$ cat config.mk
export PLATFORM = sky130hd
export DESIGN_NAME = uart_rx_fifo
export DESIGN_NICKNAME = d
export VERILOG_FILES = /design/src/rtl/uart_rx_fifo.sv
export SDC_FILE = /design/constraint.sdc
export NUM_CORES = 1
export LEC_CHECK = 0
export BUFFER_PORTS_ARGS = -buffer_cell sky130_fd_sc_hd__buf_4
export CORE_AREA = 5 5 125 127
export DETAILED_ROUTE_END_ITERATION = 10
export DIE_AREA = 0 0 130 132
export PLACE_DENSITY = 0.8
export RECOVER_POWER = 50
export SLEW_MARGIN = 30
export SYNTH_ARGS = -nofsm -noshare
export SYNTH_HDL_FRONTEND = slang
export SYNTH_SLANG_ARGS = --single-unit
export TNS_END_PERCENT = 10
$ cat constraint.sdc
create_clock -name CLK -period 3.08 [get_ports CLK]
set_clock_uncertainty 0.2 [all_clocks]
set_input_delay 0.154 -clock CLK [delete_from_list [all_inputs] [get_ports CLK]]
set_output_delay 0.154 -clock CLK [all_outputs]
set_load 0.01 [all_outputs]
$ cat src/rtl/uart_rx_fifo.sv
// UART receiver with 16x oversampling, majority-vote bit sampling and a
// first-word-fall-through FIFO holding {parity_err, frame_err, data} per frame.
module uart_rx_fifo #(
  parameter int CLK_HZ     = 100000000,
  parameter int BAUD       = 57600,
  parameter int DATA_BITS  = 8,
  parameter int PARITY     = 0,
  parameter int STOP_BITS  = 1,
  parameter int FIFO_DEPTH = 16
) (
  input  logic                          CLK,
  input  logic                          reset,
  input  logic                          rx_pin,
  output logic [DATA_BITS-1:0]          rd_data,
  output logic                          rd_frame_err,
  output logic                          rd_parity_err,
  output logic                          rd_valid,
  input  logic                          rd_ready,
  output logic [$clog2(FIFO_DEPTH):0]   count,
  output logic                          overrun
);

  localparam int DIV = (CLK_HZ + 8 * BAUD) / (16 * BAUD);
  localparam int TW  = $clog2(DIV + 1);
  localparam int AW  = $clog2(FIFO_DEPTH);
  localparam int CW  = AW + 1;
  localparam int EW  = DATA_BITS + 2;

  typedef enum logic [2:0] {S_IDLE, S_START, S_DATA, S_PARITY, S_STOP} state_t;

  state_t               state;
  logic                 sync1, sync2;
  logic [1:0]           sync_vld;
  logic                 armed;
  logic [TW-1:0]        tick_cnt;
  logic                 tick;
  logic [3:0]           sub_cnt;
  logic [3:0]           bit_cnt;
  logic                 samp7, samp8;
  logic                 maj;
  logic [DATA_BITS-1:0] shift;
  logic                 frame_err, parity_err;
  logic                 push;

  assign tick = (state != S_IDLE) && (tick_cnt == TW'(DIV - 1));
  assign maj  = (samp7 & samp8) | (samp7 & sync2) | (samp8 & sync2);

  // Receiver. A start needs a high level seen from the pin itself (armed), so a line
  // held low through reset, or still low after a framing error, cannot begin a frame.
  always_ff @(posedge CLK or posedge reset) begin
    if (reset) begin
      state      <= S_IDLE;
      sync1      <= 1'b1;
      sync2      <= 1'b1;
      sync_vld   <= 2'b00;
      armed      <= 1'b0;
      tick_cnt   <= '0;
      sub_cnt    <= '0;
      bit_cnt    <= '0;
      samp7      <= 1'b1;
      samp8      <= 1'b1;
      shift      <= '0;
      frame_err  <= 1'b0;
      parity_err <= 1'b0;
      push       <= 1'b0;
    end else begin
      sync1    <= rx_pin;
      sync2    <= sync1;
      sync_vld <= {sync_vld[0], 1'b1};
      push     <= 1'b0;
      if (state == S_IDLE) begin
        tick_cnt <= '0;
        sub_cnt  <= '0;
        bit_cnt  <= '0;
        if (sync_vld[1] && sync2)
          armed <= 1'b1;
        if (armed && !sync2) begin
          state      <= S_START;
          armed      <= 1'b0;
          frame_err  <= 1'b0;
          parity_err <= 1'b0;
        end
      end else begin
        tick_cnt <= tick ? '0 : tick_cnt + 1'b1;
        if (tick) begin
          sub_cnt <= sub_cnt + 4'd1;
          if (sub_cnt == 4'd7) samp7 <= sync2;
          if (sub_cnt == 4'd8) samp8 <= sync2;
          case (state)
            S_START: begin
              if (sub_cnt == 4'd9 && maj)
                state <= S_IDLE;
              else if (sub_cnt == 4'd15)
                state <= S_DATA;
            end
            S_DATA: begin
              if (sub_cnt == 4'd9)
                shift <= {maj, shift[DATA_BITS-1:1]};
              if (sub_cnt == 4'd15) begin
                if (bit_cnt == 4'(DATA_BITS - 1)) begin
                  bit_cnt <= '0;
                  state   <= (PARITY != 0) ? S_PARITY : S_STOP;
                end else begin
                  bit_cnt <= bit_cnt + 4'd1;
                end
              end
            end
            S_PARITY: begin
              // Odd parity errs when the total XOR is 0, even when it is 1.
              if (sub_cnt == 4'd9)
                parity_err <= (PARITY == 1) ? ~(^shift ^ maj) : (^shift ^ maj);
              if (sub_cnt == 4'd15)
                state <= S_STOP;
            end
            S_STOP: begin
              if (sub_cnt == 4'd9) begin
                if (!maj) frame_err <= 1'b1;
                if (bit_cnt == 4'(STOP_BITS - 1)) begin
                  state <= S_IDLE;
                  push  <= 1'b1;
                end
              end else if (sub_cnt == 4'd15) begin
                bit_cnt <= bit_cnt + 4'd1;
              end
            end
            default: state <= S_IDLE;
          endcase
        end
      end
    end
  end

  logic [EW-1:0] mem [FIFO_DEPTH];
  logic [AW-1:0] wr_ptr, rd_ptr;
  logic [EW-1:0] head;
  logic          pop, accept;

  assign rd_valid = (count != '0);
  assign pop      = rd_valid && rd_ready;
  assign accept   = push && ((count != CW'(FIFO_DEPTH)) || pop);
  assign head     = mem[rd_ptr];

  assign rd_data       = rd_valid ? head[DATA_BITS-1:0] : '0;
  assign rd_frame_err  = rd_valid & head[DATA_BITS];
  assign rd_parity_err = rd_valid & head[DATA_BITS+1];

  always_ff @(posedge CLK) begin
    if (accept)
      mem[wr_ptr] <= {parity_err, frame_err, shift};
  end

  // FIFO bookkeeping; a push into a full FIFO with no pop is dropped and flagged.
  always_ff @(posedge CLK or posedge reset) begin
    if (reset) begin
      wr_ptr  <= '0;
      rd_ptr  <= '0;
      count   <= '0;
      overrun <= 1'b0;
    end else begin
      overrun <= push && !accept;
      if (accept) wr_ptr <= wr_ptr + 1'b1;
      if (pop)    rd_ptr <= rd_ptr + 1'b1;
      case ({accept, pop})
        2'b10:   count <= count + 1'b1;
        2'b01:   count <= count - 1'b1;
        default: count <= count;
      endcase
    end
  end

endmodule

======== After elaboration in Yosys (flattened, before gate mapping) ========
Memories as Yosys holds them, arrays and structs flattened.
Cells that the tools add are included.
storage, ports and cells
  register bits ........................... 50
  RAM bits ................................ 160
  bits of input ports ..................... 4
  memories kept ........................... 1
memories
  memory  words  width  rd ports  clocked after memory_dff  wr ports  line  source
  mem     16     10     1         0                         1         133   logic [EW-1:0] mem [FIFO_DEPTH];
operators by class
  $add $sub $neg .......................... 7
  equality and inequality tests ........... 23
  muxes and demuxes ....................... 43
  bitwise gates (word level) .............. 9
  reductions and logical operators ........ 30
operators by type and width
  operator               count
  $mux W4                8
  $mux W3                10
  $ne A3 B3 Y1 const B   7
  $mux W1                19
  $add A4 B1 Y4 const B  4
  $mux W7                2
  $eq A4 B4 Y1 const B   3
  $pmux W3 S4            1
  $reduce_bool A2 Y1     6
  $pmux W5 S2            1
  $reduce_and A5 Y1      2
  $eq A4 B3 Y1 const B   2
  $mux W8                1
  $pmux W4 S2            1
  $reduce_and A4 Y1      2
  $reduce_and A8 Y1      1
  $reduce_xor A8 Y1      1
  $add A7 B1 Y7 const B  1
  $eq A7 B7 Y1 const B   1
  $logic_and A1 B1 Y1    7
  $eq A3 B2 Y1 const B   2
  $reduce_and A3 Y1      2
  $reduce_bool A3 Y1     2
  $add A5 B1 Y5 const B  1
  other kinds (18)       25

======== Depth between registers and ports, before layout ========
Gate-level depths: netlist of run 1.
  depth in word-level cells ............... 8
  depth in mapped cells ................... 9

======== Worst setup path before layout of run 1 ========
OpenSTA, ideal clock, no wires.
  kind .................................... flip-flop to flip-flop
  from .................................... reg count[0]
  to ...................................... reg count[4]
  arrival ................................. 2.516 ns
  data required time ...................... 2.801 ns
  slack ................................... 0.285 ns
  cell stages (with the launch flop) ...... 10
  period minus slack after synthesis ...... 2.795 ns
  cells stage by stage .................... dfrtp_1 or4_1 o21ai_2 or2b_2 inv_2 fa_1 a21o_1 a21oi_1 mux2i_1 xor2_1
on the way
  cells in the longest elaborated chain, start to end .. 6
  elaborated cells between the ends (all ways) .. 11
  those cells by class .................... add/sub (2); eq/ne (3); mux (1); reduce/logical (5)
ends and longest elaborated chain
  what                                               line  source
  start, declared                                    19    output logic [$clog2(FIFO_DEPTH):0] count,
  start signal, assigned                             164   2'b10: count <= count + 1'b1;
  start signal, assigned                             165   2'b01: count <= count - 1'b1;
  start signal, assigned                             166   default: count <= count;
  $reduce_bool A5 Y1                                 138   assign rd_valid = (count != '0);
  $logic_and A1 B1 Y1                                139   assign pop = rd_valid && rd_ready;
  $logic_or A1 B1 Y1                                 140   assign accept = push && ((count != CW'(FIFO_DEPTH)) || pop);
  $logic_and A1 B1 Y1                                140
  $eq A2 B1 Y1 or $eq A2 B2 Y1 (tied branches)       163   case ({accept, pop})
  $pmux W5 S2 or $reduce_bool A2 Y1 (tied branches)  n/a
Several ways; a longest one is shown, not always the timed one.
A chain may end at the register's enable or synchronous reset.

======== Worst setup path in the final report of run 1 ========
  from .................................... reg rd_ptr[0]
  to ...................................... out rd_data[3]
on the way
  cells in the longest elaborated chain, start to end .. 2
ends and longest elaborated chain
  what                    line  source
  start, declared         134   logic [AW-1:0] wr_ptr, rd_ptr;
  start signal, assigned  162   if (pop) rd_ptr <= rd_ptr + 1'b1;
  $mem_v2 Z16 W10         n/a
  $mux W8                 143   assign rd_data = rd_valid ? head[DATA_BITS-1:0] : '0;
  end, declared           14    output logic [DATA_BITS-1:0] rd_data,
Every way passes these cells.

==> metrics, run 1 <==
TritonCTS buffer count=21; share of cells above drive strength 1=25.5%; full die area=approximately 0.017 mm²; post-route ant nets=0; H-tree Lvls=1; Final Non-Filler Cells=732; Synth top cells by count=edfxtp_1, mux4_2, dfrtp_1, nor2_1, xnor2_1; clock share of power=35.5%; NumNets Final=553; Yosys cell types=54; placer congestion estimate=0.911; Via density=approximately 6; switch share=27.0%; reg2reg start=count[1]; Placement Rows=44; Tcrit/Tclk final=97.1%; Synthesis Warnings=0; leakage=3.99 nW; VDD IR max=0.385 mV; Area Growth Syn to Fin=13.0%; Worst slew margin=-29.6%; Worst Path Max Fanout=22; Cell Pwr Density=roughly 730 mW/mm²; Ports=21; gr ovfl total=0; Initial Utilization=61.2%; Core Footprint=0.0143 mm²; clock slew at reported path FFs=0.06 ns; DR pass1 iterations=5; post-synth top area cell=edfxtp_1; RR Endpoint=count[4]; status=complete, but fails checks; vias in the first global route=4591; first-pass GRT wire length=about 27000 µm; CP Launch Type=flip-flop; hold path cells=2; syn avg cell area=17.9 µm²; CTS tree=done; Pint=5.29 mW; max cap viols=1; hpwl dp=10500 µm; R2R cell count=9; Worst Setup Path Type=reg2out; Hold Path End=sync1; fin crit period=around 3.0 ns; Post-route DRC=0; hold path startpoint=rx_pin; RSZ-0062 raised after global routing=yes; I/O Buffers=20; Iter 0 DRT Violations=between 500 and 600; Fin Hold WS=0.123 ns; syn_nets=509; Worst Tran Pin Value=~2 ns; total track usage=20.6%; synth top area cells=edfxtp_1, dfrtp_1, mux4_2, ha_1, xnor2_1; part of the Yosys area used for sequential elements=slightly below 70%; EDFF count, synth=160; CP Data Arrival Time=2.64 ns; pin count of the biggest net entering global routing=51; Comb power frac=17.7%; most common cell in the netlist=edfxtp_1; Synth top area share=54.8%; ANT cells=0; Finish-stage setup viols=0; Max Transition Viols Final=51; CTS Root Cell=clkbuf_16; clk sinks=210; Sw Pwr=1.96 mW; Reg power frac=46.8%; DR vias=around 4500; Synth Register Bits=210; FF-to-FF setup slack=around 0.14 ns; setup TNS after final layout=0 ns; DIE HEIGHT=132 µm; final hold viol count=0; synthesized cell area=0.00877 mm²; Setup crit end kind=output pin; hold crit path type=in2reg; async set or reset register ratio after synthesis=about a quarter; Gate Count Post-Synth=489; WL per Instance=23.3 µm; worst endpoint required time=2.73 ns; Detailed Route WL=17100 µm; failing checks=capacitance limit, slew limit; clock insertion delay at the later pin of the skew report=between 0.4 and 0.5 ns; placed insts=690; Achievable Freq=0.334 GHz; initial antenna violation count=1; Top FF cell, synth=edfxtp_1; CTS Buffer Depth=3; die width=130 µm
[flip-flops by register name, indices dropped and copies added (netlist names)]
name / flops
overrun: 1
sub_cnt: 4
sync_vld: 2
wr_ptr: 4
tick_cnt: 7
sync2: 1
mem: 160
rd_ptr: 4
frame_err: 1
count: 5
shift: 8
armed: 1
state: 3
parity_err: 1
push: 1
samp8: 1
samp7: 1
sync1: 1
bit_cnt: 4
[repair_timing]
| item | CTS | global route |
|---|---|---|
| hold buffers | 3 | 0 |
| setup endpoints to repair | 0 | 6 |
| gates resized for setup | 0 | 1 |
| setup buffers | 0 | 1 |
| hold endpoints to repair | 58 | 0 |
[cell usage in the layout (no fill, tap or decap), drive strengths merged, types with 11 or more instances in the layout]
master,netlist,final
edfxtp,160,160
dfrtp,46,46
mux4,50,50
o21ai,11,11
inv,20,21
nor2b,11,11
clkbuf,8,27
mux2,14,14
nor2,26,26
ha,15,15
nand2,17,17
buf,11,34
xnor2,19,19
nor3,11,11
[power groups by stage]
stage	clock, mW	sequential [mW]	combinational (mW)
floorplan	0	3.35	1.10
global placement	0	3.43	1.24
detailed placement	0	3.44	1.28
CTS	2.61	3.39	1.30
global route	2.76	3.42	1.41
finish	2.57	3.39	1.29
[worst max-delay path, cell delays in order (launching register included)]
cell and delay [ns]:
dfrtp_2 0.36, buf_4 0.39, mux4_2 0.60, mux4_2 0.48, nor2b_1 0.16, buf_4 0.15
[per-layer routing]
layer / routed length, µm / track usage [%] / vias to the layer above
met5: 13 / 0 / -
met3: 917 / 2.80 / 35
met4: 404 / 5.08 / 2
met1: 6710 / 28.3 / 2300
li1: - / - / 1973
met2: 9030 / 35.2 / 166
[cell type report]
class / count / area, µm²
flip-flops and latches: 210 / 6060
fillers: 879 / 4410
multi-input cells: 240 / 2520
clock buffers: 24 / 537
repair buffers: 40 / 317
well taps: 184 / 230
clock inverters: 14 / 165
inverters: 20 / 75.1
[logic make-up after synthesis]
family	count (synthesis)	synth area share [%]
xor gates and xnor gates	26	2.60
and+or+nand+nor	103	6.48
buffers and inverters	39	2.21
adders and majority gates	17	2.48
other	1	0.0428
AOI/OAI and AO/OA	26	2.06
DFF	210	69.1
muxes	67	15.0
[worst max path at each step]
stage	to	start
floorplan	count[4]	count[0]
global placement	count[4]	count[1]
detailed placement	count[4]	count[1]
CTS	rd_data[3]	rd_ptr[0]
global route	rd_data[3]	rd_ptr[0]
finish	rd_data[3]	rd_ptr[0]
[through the flow]
| step | worst slack (ns) | cell area (µm²) | utilization, % | power [mW] |
|---|---|---|---|---|
| floorplan | 0.285 | 8770 | - | 4.44 |
| global placement | 0.245 | 9160 | 64.0 | 4.67 |
| detailed placement | 0.138 | 9160 | 64.0 | 4.72 |
| CTS | 0.0293 | 9900 | 69.1 | 7.30 |
| global route | -0.0198 | 9910 | 69.2 | 7.59 |
| finish | 0.0881 | 9910 | 69.2 | 7.25 |
No activity file was read; power rests on OpenSTA's default activity.
==> inputs of run 2 (changes only) <==
CELL_PAD_IN_SITES_DETAIL_PLACEMENT = 1   (was not set)
CELL_PAD_IN_SITES_GLOBAL_PLACEMENT = 1   (was not set)
CORE_AREA = 5 5 134 136   (was 5 5 125 127)
DIE_AREA = 0 0 139 141   (was 0 0 130 132)
==> run 2 against run 1 <==
  * The flow still finishes with violations (capacitance limit, slew limit)
  * Critical path depth up 4
  * Sequential power about the same
  * Non-clock buffer count up 1
  * Count of clock-buffer cells in the layout up 2
  * Global-route usage down 0.69 points
  * Sequential cell count unchanged
  * Critical endpoint is now count[4]
  * Largest cell class unchanged
  * Largest power group unchanged
  * Highest routed layer is now met4
==> metrics, run 2 (synthesized netlist as in run 1, its figures left out) <==
status=complete, but fails checks (unchanged); failing checks=capacitance limit, slew limit (unchanged); placer congestion estimate=0.779 (was 0.911); Cell Pwr Density=738 mW/mm² (was 732 mW/mm²); ANT cells=0 (unchanged); Area Growth Syn to Fin=13.9% (was 13.0%); DR vias=4525 (was 4476); NumNets Final=555 (was 553); area occupied by multi-input gates=0.00252 mm² (about the same); register area=0.00606 mm² (about the same); vias in the first global route=5067 (was 4591); initial antenna violation count=0 (was 1); Max Transition Viols Final=51 (unchanged); clk sinks=210 (unchanged); Worst Setup Path Type=reg2reg (was reg2out); DIE HEIGHT=141 µm (was 132 µm); hpwl dp=11800 µm (was 10500 µm); Setup Buffers After CTS=0 (unchanged); Post-route DRC=0 (unchanged); first-pass GRT wire length=30200 µm (was 26900 µm); Critical Path Source=count[1] (was rd_ptr[0]); largest registers=mem (160), shift (8), tick_cnt (7) (unchanged); Ports=21 (unchanged); hold crit path type=in2reg (unchanged); worst slack at placement=0.180 ns (was 0.138 ns); die width=139 µm (was 130 µm); Core Footprint=0.0168 mm² (was 0.0143 mm²); Placement Rows=48 (was 44); fillers=1498 (was 879); flip-flop count of the largest register after layout=160 (unchanged); CP delay by family, top=simple AND/OR/NAND/NOR gates (was multiplexers); Achievable Freq=0.338 GHz (was 0.334 GHz); Iter 0 DRT Violations=330 (was 531); CTS Root Cell=clkbuf_16 (unchanged); CP Data Arrival Time=3.17 ns (was 2.64 ns); Biggest register=mem (unchanged); I/O Buffers=20 (unchanged); Worst Path Max Fanout=6 (was 22); placed insts=733 (was 690); Finish-stage setup viols=0 (unchanged); Final Non-Filler Cells=776 (was 732); clock slew at reported path FFs=0.06 ns (about the same); Worst slew margin=-29.0% (was -29.6%); max cap viols=1 (unchanged); final hold viol count=0 (unchanged); setup TNS after final layout=0 ns (unchanged); full die area=0.0196 mm² (was 0.0172 mm²); total track usage=19.9% (was 20.6%); TritonCTS buffer count=22 (was 21); FF-to-FF setup slack=0.12 ns (was 0.14 ns); PnR worst setup slack=0.124 ns (was 0.0881 ns); CP bufs+invs=1 (was 2); clock insertion delay at the later pin of the skew report=0.50 ns (was 0.49 ns); gr ovfl total=0 (unchanged); slowest stage delay, CP=0.57 ns (was 0.60 ns); worst endpoint required time=3.30 ns (was 2.73 ns); Setup crit end kind=flip-flop (was output pin); CTS tree=done (unchanged); leakage=4.00 nW (was 3.99 nW); CTS Buffer Depth=3 (unchanged); DR pass1 iterations=4 (was 5); WL per Instance=24.3 µm (was 23.3 µm); Tcrit/Tclk final=96.0% (was 97.1%); CP Launch Type=flip-flop (unchanged); post-route ant nets=0 (unchanged); Final Util=59.4% (was 69.2%); Critical-path top delay cell=or4_1 (was mux4_2); RSZ-0062 raised after global routing=no (was yes); fin crit period=2.96 ns (was 2.99 ns); pin count of the biggest net entering global routing=51 (unchanged); commonest non-fill, non-tap cells in the layout=edfxtp_1, mux4_2, dfrtp_1 (unchanged); VDD IR max=0.676 mV (was 0.385 mV); share of cells above drive strength 1=24.1% (was 25.5%); H-tree Lvls=1 (unchanged); most common cell after layout, fill and taps aside=edfxtp_1 (unchanged); hold path startpoint=rx_pin (unchanged); Via density=5.83 (was 6.11); crit path cell chain=or4_1 -> o21ai_2 -> or2b_2 -> inv_2 -> fa_1 -> a21o_1 -> a21oi_1 -> mux2i_1 -> xor2_1 (was buf_4 -> mux4_2 -> mux4_2 -> nor2b_1 -> buf_4); Detailed Route WL=18800 µm (was 17100 µm); Initial Utilization=52.1% (was 61.2%); reg2reg start=count[1] (unchanged); Worst Tran Pin Value=1.93 ns (was 1.94 ns)
==> run 2: changes by cell type in the layout (fill, tap and decap cells not counted), sizes merged <==
cell and change:
clkbuf +5, clkinv +5, clkinvlp -5, buf -2
==> run 2: routing by layer <==
| layer | up-vias | routed length [µm] | GRT usage (%) |
|---|---|---|---|
| li1 | 1973 | - | - |
| met1 | 2404 | 7280 | 25.1 |
| met2 | 120 | 10300 | 36.9 |
| met3 | 28 | 901 | 2.78 |
| met4 | 0 | 323 | 4.38 |
| met5 | - | 0 | 0 |
==> run 2: path summary, 6_finish.rpt <==
check / to / cells past startpoint
min in group asynchronous: wr_ptr[0] / 3
worst min register to register: sync_vld[1] / 0
worst max register to register: count[4] / 9
max in group asynchronous: rd_ptr[0] / 3
worst max-delay path: count[4] / 9
worst min-delay path: sync1 / 2
==> run 2: report_power, final <==
group | internal [mW] | switching [mW] | total (mW)
clock network | 1.57 | 1.08 | 2.65
registers | 3.16 | 0.243 | 3.40
logic | 0.618 | 0.699 | 1.32
==> run 2: final cells by class <==
class	instances	share of cell area, %
tap	225	2.82
sequential	210	60.7
clock inverter	14	1.57
multi-input combinational	240	25.2
clock buffer	26	5.66
timing repair buffer	41	3.26
inverter	20	0.752
==> run 2: repair_timing <==
item | CTS | global route
hold buffers | 3 | 0
endpoints found under the hold margin | 55 | 0
setup endpoints to repair | 0 | 1
resized for setup | 0 | 1
==> run 2: stage by stage <==
stage	hold slack (ns)	total power, mW	area, µm²
6_report	0.120	7.37	9980
5_1_grt	0.113	7.72	9980
4_1_cts	0.0882	7.45	9990
3_5_place_dp	0.0643	4.80	9240
3_3_place_gp	0.0622	4.70	9240
2_1_floorplan	-0.0415	4.44	8770
==> inputs of run 3 (changes only) <==
ABC_AREA = 1   (was not set)
CORE_AREA = 5 5 143 145   (was 5 5 134 136)
DIE_AREA = 0 0 148 150   (was 0 0 139 141)
==> run 3 against run 2 <==
  * The run now ends clean
  * Final area is 4.6% higher
  * Critical path depth decreased by 1
  * Synthesized cell count grew 76%
  * Clock power down 8.7%
  * First-iteration DRC count rose by 40%
  * Count of clock-buffer cells in the layout grew 2
  * Critical path type is now reg2out
==> metrics, run 3 <==
status=finished, final reports clean (was complete, but fails checks); DR vias=6533 (was 4525); clock slew at reported path FFs=0.06 ns (about the same); worst endpoint required time=2.73 ns (was 3.30 ns); most common cell after layout, fill and taps aside=nand2_1 (was edfxtp_1); VDD IR max=0.544 mV (was 0.676 mV); Cell Pwr Density=814 mW/mm² (was 738 mW/mm²); clock insertion delay at the later pin of the skew report=0.50 ns (about the same); Worst slew margin=9.50% (was -29.0%); synthesized cell area=0.00926 mm² (was 0.00877 mm²); Synth top cells by count=nand2_1, edfxtp_1, nand3_1, dfrtp_1, inv_1 (was edfxtp_1, mux4_2, dfrtp_1, nor2_1, xnor2_1); syn_nets=879 (was 509); dpl cell area=0.00982 mm² (was 0.00924 mm²); hold path startpoint=rx_pin (unchanged); post-CTS sizing=0 (unchanged); CP Data Arrival Time=2.47 ns (was 3.17 ns); vias in the first global route=6804 (was 5067); Via density=5.65 (was 5.83); post-route ant nets=0 (unchanged); CP Launch Type=flip-flop (unchanged); flip-flop count of the largest register after layout=160 (unchanged); Fin Hold WS=0.127 ns (was 0.120 ns); Placement Rows=51 (was 48); synth top area cells=edfxtp_1, dfrtp_1, nand2_1, nand3_1, ha_1 (was edfxtp_1, dfrtp_1, mux4_2, ha_1, xnor2_1); part of the Yosys area used for sequential elements=65.4% (was 69.1%); hold path cells=2 (unchanged); Hold Path End=sync1 (unchanged); placer congestion estimate=0.815 (was 0.779); most common cell in the netlist=nand2_1 (was edfxtp_1); total track usage=21.8% (was 19.9%); Max Transition Viols Final=0 (was 51); post-route design area=0.0104 mm² (was 0.00998 mm²); CTS Root Cell=clkbuf_16 (unchanged); Finish-stage setup viols=0 (unchanged); RR Endpoint=count[4] (unchanged); post-synth top area cell=edfxtp_1 (unchanged); Iter 0 DRT Violations=461 (was 330); hold crit path type=in2reg (unchanged); R2R cell count=13 (was 9); fin crit period=2.83 ns (was 2.96 ns); Post-route DRC=0 (unchanged); Worst Setup Path Type=reg2out (was reg2reg); Worst Path Max Fanout=34 (was 6); Worst Tran Pin Value=1.36 ns (was 1.93 ns); Top FF cell, synth=edfxtp_1 (unchanged); RSZ-0062 raised after global routing=no (unchanged); Design Power=8.50 mW (was 7.37 mW); Synth top area share=51.9% (was 54.8%); Area Growth Syn to Fin=12.7% (was 13.9%); Core Footprint=0.0191 mm² (was 0.0168 mm²); Biggest register=mem (unchanged); Synth Register Bits=210 (unchanged); CTS Buffer Depth=3 (unchanged); I/O Buffers=20 (unchanged); CTS tree=done (unchanged); syn avg cell area=10.8 µm² (was 17.9 µm²); Synthesis Warnings=0 (unchanged); Initial Utilization=48.6% (was 52.1%); TritonCTS buffer count=22 (unchanged); leakage=4.27 nW (was 4.00 nW); ANT cells=0 (unchanged); clk sinks=210 (unchanged); Yosys cell types=41 (was 54); NumNets Final=924 (was 555); first-pass GRT wire length=37700 µm (was 30200 µm); full die area=0.0222 mm² (was 0.0196 mm²); Detailed Route WL=23800 µm (was 18800 µm); Final Non-Filler Cells=1156 (was 776); initial antenna violation count=0 (unchanged); DIE HEIGHT=150 µm (was 141 µm); H-tree Lvls=1 (unchanged); placed insts=1115 (was 733); pin count of the biggest net entering global routing=83 (was 51); Gate Count Post-Synth=859 (was 489); async set or reset register ratio after synthesis=23.8% (unchanged); commonest non-fill, non-tap cells in the layout=nand2_1, edfxtp_1, nand3_1 (was edfxtp_1, mux4_2, dfrtp_1); Achievable Freq=0.354 GHz (was 0.338 GHz); Ports=21 (unchanged); hpwl dp=15100 µm (was 11800 µm); EDFF count, synth=160 (unchanged); largest registers=mem (160), shift (8), tick_cnt (7) (unchanged); final hold viol count=0 (unchanged); share of cells above drive strength 1=12.0% (was 24.1%); reg2reg start=count[0] (was count[1]); DR pass1 iterations=5 (was 4); Tcrit/Tclk final=91.7% (was 96.0%); gr ovfl total=0 (unchanged); Setup crit end kind=output pin (was flip-flop); setup TNS after final layout=0 ns (unchanged); FF-to-FF setup slack=0.56 ns (was 0.12 ns); max cap viols=0 (was 1); die width=148 µm (was 139 µm); WL per Instance=20.6 µm (was 24.3 µm)
## run 3: cell count changes after synthesis, sizes merged, moves of 7 or more
cell | before | now
nand2 | 17 | 256
nand3 | 8 | 146
mux4 | 50 | 0
inv | 20 | 53
a21oi | 5 | 30
nor2 | 26 | 47
xnor2 | 19 | 2
buf | 11 | 25
mux2 | 14 | 0
o21a | 0 | 12
o21ai | 11 | 23
nor2b | 11 | 0
nor3 | 11 | 4
## run 3: logic make-up after synthesis
family,share of synthesized area [%]
other,0.0405
DFF,65.4
xor gates and xnor gates,1.13
adders and majority gates,2.24
buffers and inverters,4.12
and+or+nand+nor,22.6
AOI/OAI and AO/OA,4.47
## run 3: what timing repair did
| item | in CTS | in global routing |
|---|---|---|
| setup buffers | 0 | 0 |
| hold buffers | 3 | 0 |
| endpoints found under the hold margin | 50 | 0 |
## run 3: through the flow
stage	utilization (%)	setup WS, ns
detailed placement	51.5	0.682
global placement	51.5	0.790
floorplan	-	0.881
CTS	55.0	0.234
finish	54.7	0.254
global route	54.7	0.0571
## run 3: metal layers
layer	vias to the layer above	wire, µm	track usage, %
met5	-	0	0
met4	0	881	8.64
met3	56	1210	2.60
met2	176	11800	37.4
met1	3288	9900	28.5
li1	3013	-	-
## run 3: area by class of cell
cell class,count,area (µm²)
fillers,2053,8640
repair buffers,55,409
clock inverters,10,51.3
flip-flops and latches,210,6060
multi-input cells,561,2820
clock buffers,28,594
inverters,54,208
well taps,238,298
## run 3: how the worst max path moves through the flow
stage | from | end | cells past startpoint
floorplan | count[0] | count[4] | 13
global placement | count[0] | mem[0][7] | 6
detailed placement | count[0] | mem[0][3] | 6
CTS | rd_ptr[0] | rd_data[2] | 8
global route | rd_ptr[0] | rd_parity_err | 8
finish | rd_ptr[0] | rd_parity_err | 8
## run 3: power breakdown
| group | switching [mW] | internal, mW |
|---|---|---|
| Sequential | 0.213 | 3.18 |
| Combinational | 1.77 | 0.915 |
| Clock | 1.06 | 1.36 |
## run 3: worst max-delay path, stage by stage (launching register included)
cell	delay, ns
dfrtp_2	0.43
inv_2	0.40
buf_12	0.27
nand2_1	0.08
nand3_1	0.07
nand3_1	0.15
a21oi_1	0.18
o21a_1	0.20
buf_4	0.14
